--- config.mk ---
export PLATFORM = sky130hd
export DESIGN_NAME = fir_fold_sched
export DESIGN_NICKNAME = d
export VERILOG_FILES = /design/src/rtl/fir_fold_sched.sv
export SDC_FILE = /design/constraint.sdc
export NUM_CORES = 1
export LEC_CHECK = 0
export CAP_MARGIN = 0
export CORE_MARGIN = 2
export CORE_UTILIZATION = 40
export CTS_BUF_LIST = sky130_fd_sc_hd__clkbuf_4
export DETAILED_ROUTE_END_ITERATION = 12
export SYNTH_ARGS = -nofsm -noshare
export SYNTH_HDL_FRONTEND = slang
export SYNTH_SLANG_ARGS = --single-unit
--- constraint.sdc ---
create_clock -name clk100_i -period 4.6 [get_ports clk100_i]
set_clock_uncertainty 0.1 [all_clocks]
set_input_delay 0.92 -clock clk100_i [delete_from_list [all_inputs] [get_ports clk100_i]]
set_output_delay 0.92 -clock clk100_i [all_outputs]
set_load 0.1 [all_outputs]
--- src/rtl/fir_fold_sched.sv ---
// Sequencer for a folded TAPS-tap FIR: drives input reads, coefficient select,
// accumulator load/enable and output writes. Define FIR_SCHED_ABORT_EN to add abort_i.
module fir_fold_sched #(
  parameter int TAPS    = 5,
  parameter int N_IN    = 256,
  parameter int ADDR_W  = 8,
  parameter int SEL_W   = 3,
  parameter int MAC_LAT = 2
) (
  input  logic              clk100_i,
  input  logic              reset_i,
  input  logic              start_i,
`ifdef FIR_SCHED_ABORT_EN
  input  logic              abort_i,
`endif
  output logic              busy_o,
  output logic              done_o,
  output logic              in_rd_en_o,
  output logic [ADDR_W-1:0] in_addr_o,
  output logic [SEL_W-1:0]  coef_sel_o,
  output logic              acc_ld_o,
  output logic              acc_en_o,
  output logic              out_wr_en_o,
  output logic [ADDR_W-1:0] out_addr_o
);

  typedef enum logic [1:0] {
    IDLE  = 2'd0,
    RUN   = 2'd1,
    DRAIN = 2'd2,
    DONE  = 2'd3
  } state_t;

  localparam int                 L      = MAC_LAT - 1;
  localparam logic [ADDR_W-1:0]  J_LAST = ADDR_W'(N_IN - TAPS);
  localparam logic [SEL_W-1:0]   K_LAST = SEL_W'(TAPS - 1);

  state_t             state_q, state_d;
  logic [ADDR_W-1:0]  j_q, j_d;
  logic [SEL_W-1:0]   k_q, k_d;
  logic               issue;
  logic               abort_req;

  // Tag pipe: one entry per issue, aligned with the product at the accumulator.
  logic               vld_q   [MAC_LAT];
  logic               first_q [MAC_LAT];
  logic               last_q  [MAC_LAT];
  logic [ADDR_W-1:0]  tj_q    [MAC_LAT];
  logic               wr_vld_q;
  logic [ADDR_W-1:0]  wr_j_q;

`ifdef FIR_SCHED_ABORT_EN
  assign abort_req = abort_i && ((state_q == RUN) || (state_q == DRAIN));
`else
  assign abort_req = 1'b0;
`endif

  always_comb begin
    state_d = state_q;
    j_d     = j_q;
    k_d     = k_q;
    issue   = 1'b0;
    case (state_q)
      IDLE: begin
        if (start_i) begin
          state_d = RUN;
          j_d     = '0;
          k_d     = '0;
        end
      end
      RUN: begin
        issue = 1'b1;
        if (k_q == K_LAST) begin
          k_d = '0;
          if (j_q == J_LAST) begin
            state_d = DRAIN;
          end else begin
            j_d = j_q + ADDR_W'(1);
          end
        end else begin
          k_d = k_q + SEL_W'(1);
        end
      end
      // The pass ends once the write of the last output has been presented.
      DRAIN: begin
        if (wr_vld_q && (wr_j_q == J_LAST)) begin
          state_d = DONE;
        end
      end
      DONE: begin
        state_d = IDLE;
      end
      default: begin
        state_d = IDLE;
      end
    endcase
  end

  always_ff @(posedge clk100_i) begin
    if (!reset_i || abort_req) begin
      state_q <= IDLE;
      j_q     <= '0;
      k_q     <= '0;
      for (int i = 0; i < MAC_LAT; i++) begin
        vld_q[i]   <= 1'b0;
        first_q[i] <= 1'b0;
        last_q[i]  <= 1'b0;
        tj_q[i]    <= '0;
      end
      wr_vld_q <= 1'b0;
      wr_j_q   <= '0;
    end else begin
      state_q <= state_d;
      j_q     <= j_d;
      k_q     <= k_d;
      // Issue stage -> tag pipe entry 0
      vld_q[0]   <= issue;
      first_q[0] <= issue && (k_q == '0);
      last_q[0]  <= issue && (k_q == K_LAST);
      tj_q[0]    <= j_q;
      // Tag pipe stages 1..MAC_LAT-1
      for (int i = 1; i < MAC_LAT; i++) begin
        vld_q[i]   <= vld_q[i-1];
        first_q[i] <= first_q[i-1];
        last_q[i]  <= last_q[i-1];
        tj_q[i]    <= tj_q[i-1];
      end
      // Accumulator stage -> write stage
      wr_vld_q <= vld_q[L] && last_q[L];
      wr_j_q   <= tj_q[L];
    end
  end

  assign busy_o      = (state_q != IDLE);
  assign done_o      = (state_q == DONE);
  assign in_rd_en_o  = issue;
  assign in_addr_o   = issue ? (j_q + ADDR_W'(TAPS - 1) - ADDR_W'(k_q)) : '0;
  assign coef_sel_o  = issue ? k_q : '0;
  assign acc_ld_o    = vld_q[L] && first_q[L];
  assign acc_en_o    = vld_q[L] && !first_q[L];
  assign out_wr_en_o = wr_vld_q;
  assign out_addr_o  = wr_vld_q ? wr_j_q : '0;

endmodule

## Yosys cells after proc, flatten, opt, wreduce, memory -nomap -nowiden

Memories as Yosys holds them, arrays and structs flattened. A register that Yosys moved wholly into a read port is not among the register bits.
Cells that the tools add are included.
Widths: inputs -> output; s select.

| word-level totals | value |
|---|---|
| bits in registers | 14 |
| bits in writable memories | 22 |
| input bits | 3 |
| output and inout port bits | 25 |
| word-level logic and storage cells | 72 |
| memories | 4 |

| operators by class | value |
|---|---|
| add/sub/neg operators | 4 |
| eq/ne operators | 11 |
| mux-type cells | 26 |
| bitwise gates (word level) | 8 |
| reductions and logical operators | 15 |

Memories:

| name | depth | bits a word | rd ports | clocked after Yosys merged registers in | wr ports | RTL line | text |
|---|---|---|---|---|---|---|---|
| tj_q | 2 | 8 | 2 | 1 | 2 | 48 | `logic [ADDR_W-1:0] tj_q [MAC_LAT];` |
| first_q | 2 | 1 | 2 | 0 | 2 | 46 | `logic first_q [MAC_LAT];` |
| last_q | 2 | 1 | 2 | 0 | 2 | 47 | `logic last_q [MAC_LAT];` |
| vld_q | 2 | 1 | 2 | 0 | 2 | 45 | `logic vld_q [MAC_LAT];` |

Operator list:

| operator | count |
|---|---|
| $mux 8 | 7 |
| $eq 8x8->1 const B | 2 |
| $pmux 8 s2 | 1 |
| $ne 2x2->1 const B | 5 |
| $mux 1 | 9 |
| $mux 3 | 3 |
| $add 8x1->8 const B | 1 |
| $add 8x3->8 const B | 1 |
| $mux 2 | 4 |
| $or 1x1->1 | 8 |
| $pmux 2 s4 | 1 |
| $reduce_and 4->1 | 2 |
| $sub 8x3->8 | 1 |
| $logic_and 1x1->1 | 6 |
| $pmux 3 s2 | 1 |
| $eq 2x2->1 const B | 2 |
| $reduce_bool 2->1 | 2 |
| $add 3x1->3 const B | 1 |
| $eq 3x3->1 const B | 1 |
| $logic_not 3->1 | 1 |
| $eq 2x1->1 const B | 1 |
| $logic_not 1->1 | 2 |
| $logic_not 2->1 | 1 |
| $reduce_and 2->1 | 1 |

## Longest topological paths before layout

| logic depth | value |
|---|---|
| depth after elaboration | 4 |
| mapped depth | 10 |

## Worst setup path after synthesis

Ideal clock, no wire load.

| timing | value |
|---|---|
| kind | reg2out |
| start point | register state_q[1] |
| end point | output port in_addr_o[3] |
| arrival | 3776 ps |
| required time | 3580 ps |
| setup slack | -196 ps |
| stages on the path, launching flop included | 6 |
| buffers on the path | 1 |
| cells stage by stage | dfxtp_1 inv_1 ha_1 inv_1 clkbuf_1 nor3_1 |

| on the way | value |
|---|---|
| longest elaborated chain between the ends | 3 |

RTL lines:

| element | RTL line | text |
|---|---|---|
| start, declared | 38 | `state_t state_q, state_d;` |
| start signal, assigned | 113 | `state_q <= state_d;` |
| $eq 2x1->1 | 63 | `case (state_q)` |
| $mux 1 | 63 |  |
| net in_rd_en_o | 18 | `output logic in_rd_en_o,` |
| $mux 8 | 137 | `assign in_addr_o = issue ? (j_q + ADDR_W'(TAPS - 1) - ADDR_W'(k_q)) : '0;` |
| end, declared | 19 | `output logic [ADDR_W-1:0] in_addr_o,` |

The timed path passes the listed nets, and every way through them passes these cells.

## Worst setup path in the final report

| timing | value |
|---|---|
| start point | register state_q[1] |
| end point | output port in_addr_o[1] |

| on the way | value |
|---|---|
| longest elaborated chain between the ends | 3 |

RTL lines:

| element | RTL line |
|---|---|
| $eq 2x1->1 | 63 |
| $mux 1 | 63 |
| $mux 8 | 137 |

Every way passes these cells.

==> metrics.md <==
| Metric | Value |
|---|---|
| Status | completed |
| Routed Wire Length | 3884 µm |
| Simple-gate share of the synthesized area | 26.04% |
| CTS buffer count | 5 |
| Multi-input logic area | 1111 µm² |
| Yosys cell types | 44 |
| Seq pwr share | 37.3% |
| Via count | 1,619 |
| Final slew viol count | 0 |
| Mapped Cells | 230 |
| Dpl cells | 322 |
| Critical Path RT | 3.58 ns |
| Net Sw Frac | 42.27% |
| Area contributors post-synth | dfxtp_1 (42%), ha_1 (12%), and2_1 (6.8%), inv_1 (4.4%), nor2_1 (3.2%) |
| Number of antenna diodes | 0 |
| Post-Layout Cell Count | 330 |
| Worst vdd ir | 0.2602 mV |
| XOR/XNOR Fraction of Synth Area | 1.246% |
| Die footprint | 5871 µm² |
| Post-CTS resize count | 0 |
| Synth Register Bits | 44 |
| CTS Root Cell | clkbuf_4 |
| Fin. Hold Viols | 0 |
| Setup WS post-layout | 0.9158 ns |
| Finished Cell Area | 2509 µm² |
| Post-synth EDFFs | 0 |
| Vias/cell | 4.906 |
| Clock transition at path regs | 0.13 ns |
| Placement Rows | 26 |
| Dpl cell area | 2429 µm² |
| RSZ-0062 raised after global routing | no |
| Nets@finish | 284 |
| CTS sink cnt | 44 |
| CP Launch Type | flop |
| Antenna violations before repair | 0 |
| Post-synth top cells | dfxtp_1 (44), inv_1 (25), and2_1 (23) |
| Register Area | 880.8 µm² |
| Synth Flop Type | dfxtp_1 |
| Core area | 5107 µm² |
| TritonRoute pass-1 iters | 4 |
| Clock network power share | 20.9% |
| Proportion of layout cells with a drive suffix above 1 | 12.31% |
| Clock Path Buffers | 2 |
| Syn Area/Cell | 9.172 µm² |
| Sw power | 0.0004813 W |
| Post-synth top area share | 41.76% |
| Drt drc | 0 |
| Synth area leader | dfxtp_1 |
| Die Y | 76.62 µm |
| Max Cap Violations | 0 |
| PortBufs | 27 |
| Post-Syn Area | 2110 µm² |
| Crit Path Class | flop to output pin |
| Cell internal pwr | 0.0006574 W |
| DRT iter0 DRCs | 29 |
| Crit Path Max Fanout | 15 |
| I/O pin count | 28 |
| Pwr dens | 453.9 nW/µm² |
| Fin crit share | 80.09% |
| Register area share after synthesis | 41.76% |
| Worst path arrival time | 2.66 ns |
| Largest net degree at the start of global routing | 27 |
| Fin Hold WS | 0.3361 ns |
| ANT nets after route | 0 |
| Syn Nets | 255 |
| Post-CTS Setup Bufs | 0 |
| Logic pwr share | 41.7% |
| Total congestion overflow | 0 |
| Fill count | 507 |
| Ys Warns | 0 |
| Die W | 76.62 µm |
| First-pass GRT wire length | 6831 µm |
| Worst Setup End Kind | output pin |
| Wire length per cell | 11.77 µm |
| Tmin final | 3.684 ns |
| GRT Total Usage | 14.29% |
| Worst-Skew Late Latency | 0.36 ns |
| Ys async rst share | 0% |
| Adder-Cell Fraction of Synth Area | 13.40% |
| Top-count cell post-synth | dfxtp_1 |
| Pre-CTS setup slack | 1.313 ns |
| Worst Hold Class | flop to flop |
| Fmax | 271.4 MHz |
| Synth Area in Compound Gates | 11.03% |
| # setup viols final | 0 |
| Hold-fix buffer count after cts | 0 |
| Vias in the first global route | 1,538 |
| Worst slew pin tran | 0.9640 ns |
| Multiplexer share of the synthesized area | 0.9490% |
| P&R area growth vs syn | 18.92% |
| H-Tree Level Count | 2 |
| Initial core utilization | 41.30% |
| Main combinational cell family by area after synthesis | simple AND/OR/NAND/NOR gates |
| Routability congestion estimate | 0.8803 |
| Slew margin rel. | 35.53% |
| CTS tree | yes |
| Leak | 1.050 nW |
| Dpl hpwl | 2895 µm |
==> worst paths after layout <==
check | startpoint | end | slack (ns) | depth (start not counted)
worst min-delay path | tj_q[0][5]$_SDFF_PN0_ | tj_q[1][5]$_SDFF_PN0_ | 0.34 | 1
worst max-delay path | state_q[1]$_SDFFE_PN0P_ | in_addr_o[1] | 0.92 | 4
worst min register to register | tj_q[0][5]$_SDFF_PN0_ | tj_q[1][5]$_SDFF_PN0_ | 0.34 | 1
worst max register to register | state_q[1]$_SDFFE_PN0P_ | j_q[7]$_SDFFE_PN0P_ | 2.28 | 6
==> cell usage in the layout, fill, tap and decap left out, types with 3 or more instances in the layout <==
cell / netlist / routed
dfxtp_1: 44 / 44
nand3_1: 5 / 5
clkbuf_4: 0 / 5
nand4_1: 7 / 7
and2_1: 23 / 23
nand2b_1: 3 / 3
o21ai_0: 6 / 6
inv_1: 25 / 25
ha_1: 21 / 21
and2_2: 7 / 7
nor3_1: 5 / 5
nor2b_1: 3 / 3
nor2_1: 18 / 18
or4_1: 3 / 3
a21oi_1: 4 / 4
clkdlybuf4s50_1: 0 / 18
nand2_1: 12 / 12
and3_1: 3 / 3
buf_4: 0 / 10
==> through the flow <==
stage,total power (W),setup TNS [ns],utilization [%]
after floorplan,0.0008205,-0.3918,-
after global placement,0.0009125,0,47.55
after detailed placement,0.0009123,0,47.55
after CTS,0.001150,0,49.12
after global routing,0.001206,0,49.12
final,0.001139,0,49.12
==> flip-flops by register name, indices dropped and copies added, names as in the netlist <==
| signal | count |
|---|---|
| wr_j_q | 8 |
| k_q | 3 |
| last_q | 2 |
| out_wr_en_o | 1 |
| j_q | 8 |
| tj_q | 16 |
| first_q | 2 |
| vld_q | 2 |
| state_q | 2 |
==> logic make-up (layout without fill, tap and decap cells) <==
family | after synthesis | after routing
simple gates | 98 | 98
flops | 44 | 44
buf+inv | 31 | 61
compound gates | 30 | 30
fa+ha+maj | 22 | 22
xor+xnor | 3 | 3
mux | 2 | 2
==> power groups by stage <==
stage	clock [W]	combinational, W	sequential [W]
6_report	0.000238	0.000475	0.000425
5_1_grt	0.000256	0.000521	0.000429
4_1_cts	0.000244	0.000481	0.000425
3_5_place_dp	0	0.000479	0.000434
3_3_place_gp	0	0.000479	0.000433
2_1_floorplan	0	0.000391	0.000429
==> worst max-delay path: stages (launching register included) <==
cell	delay, ns
dfxtp_1	0.36
inv_1	0.10
ha_1	0.51
and2_1	0.21
clkdlybuf4s50_1	1.13
==> final cells by class <==
type,instances,share of cell area [%]
repair buffers,28,10.17
flip-flops and latches,44,35.11
multi-input cells,155,44.29
clock buffers,5,1.496
clock inverters,3,1.696
well taps,70,3.491
inverters,25,3.741
==> per-layer routing <==
| layer | routed length (µm) | global-route usage, % | up-vias | share of wire (%) |
|---|---|---|---|---|
| met5 | 0 | 0 | - | 0 |
| met4 | 89 | 5.455 | 0 | 2.3 |
| met3 | 158 | 3.318 | 8 | 4.1 |
| met2 | 1800 | 25.13 | 33 | 46 |
| met1 | 1835 | 16.81 | 745 | 47 |
| li1 | - | - | 833 | - |
Power figures use the tool's default switching activity.
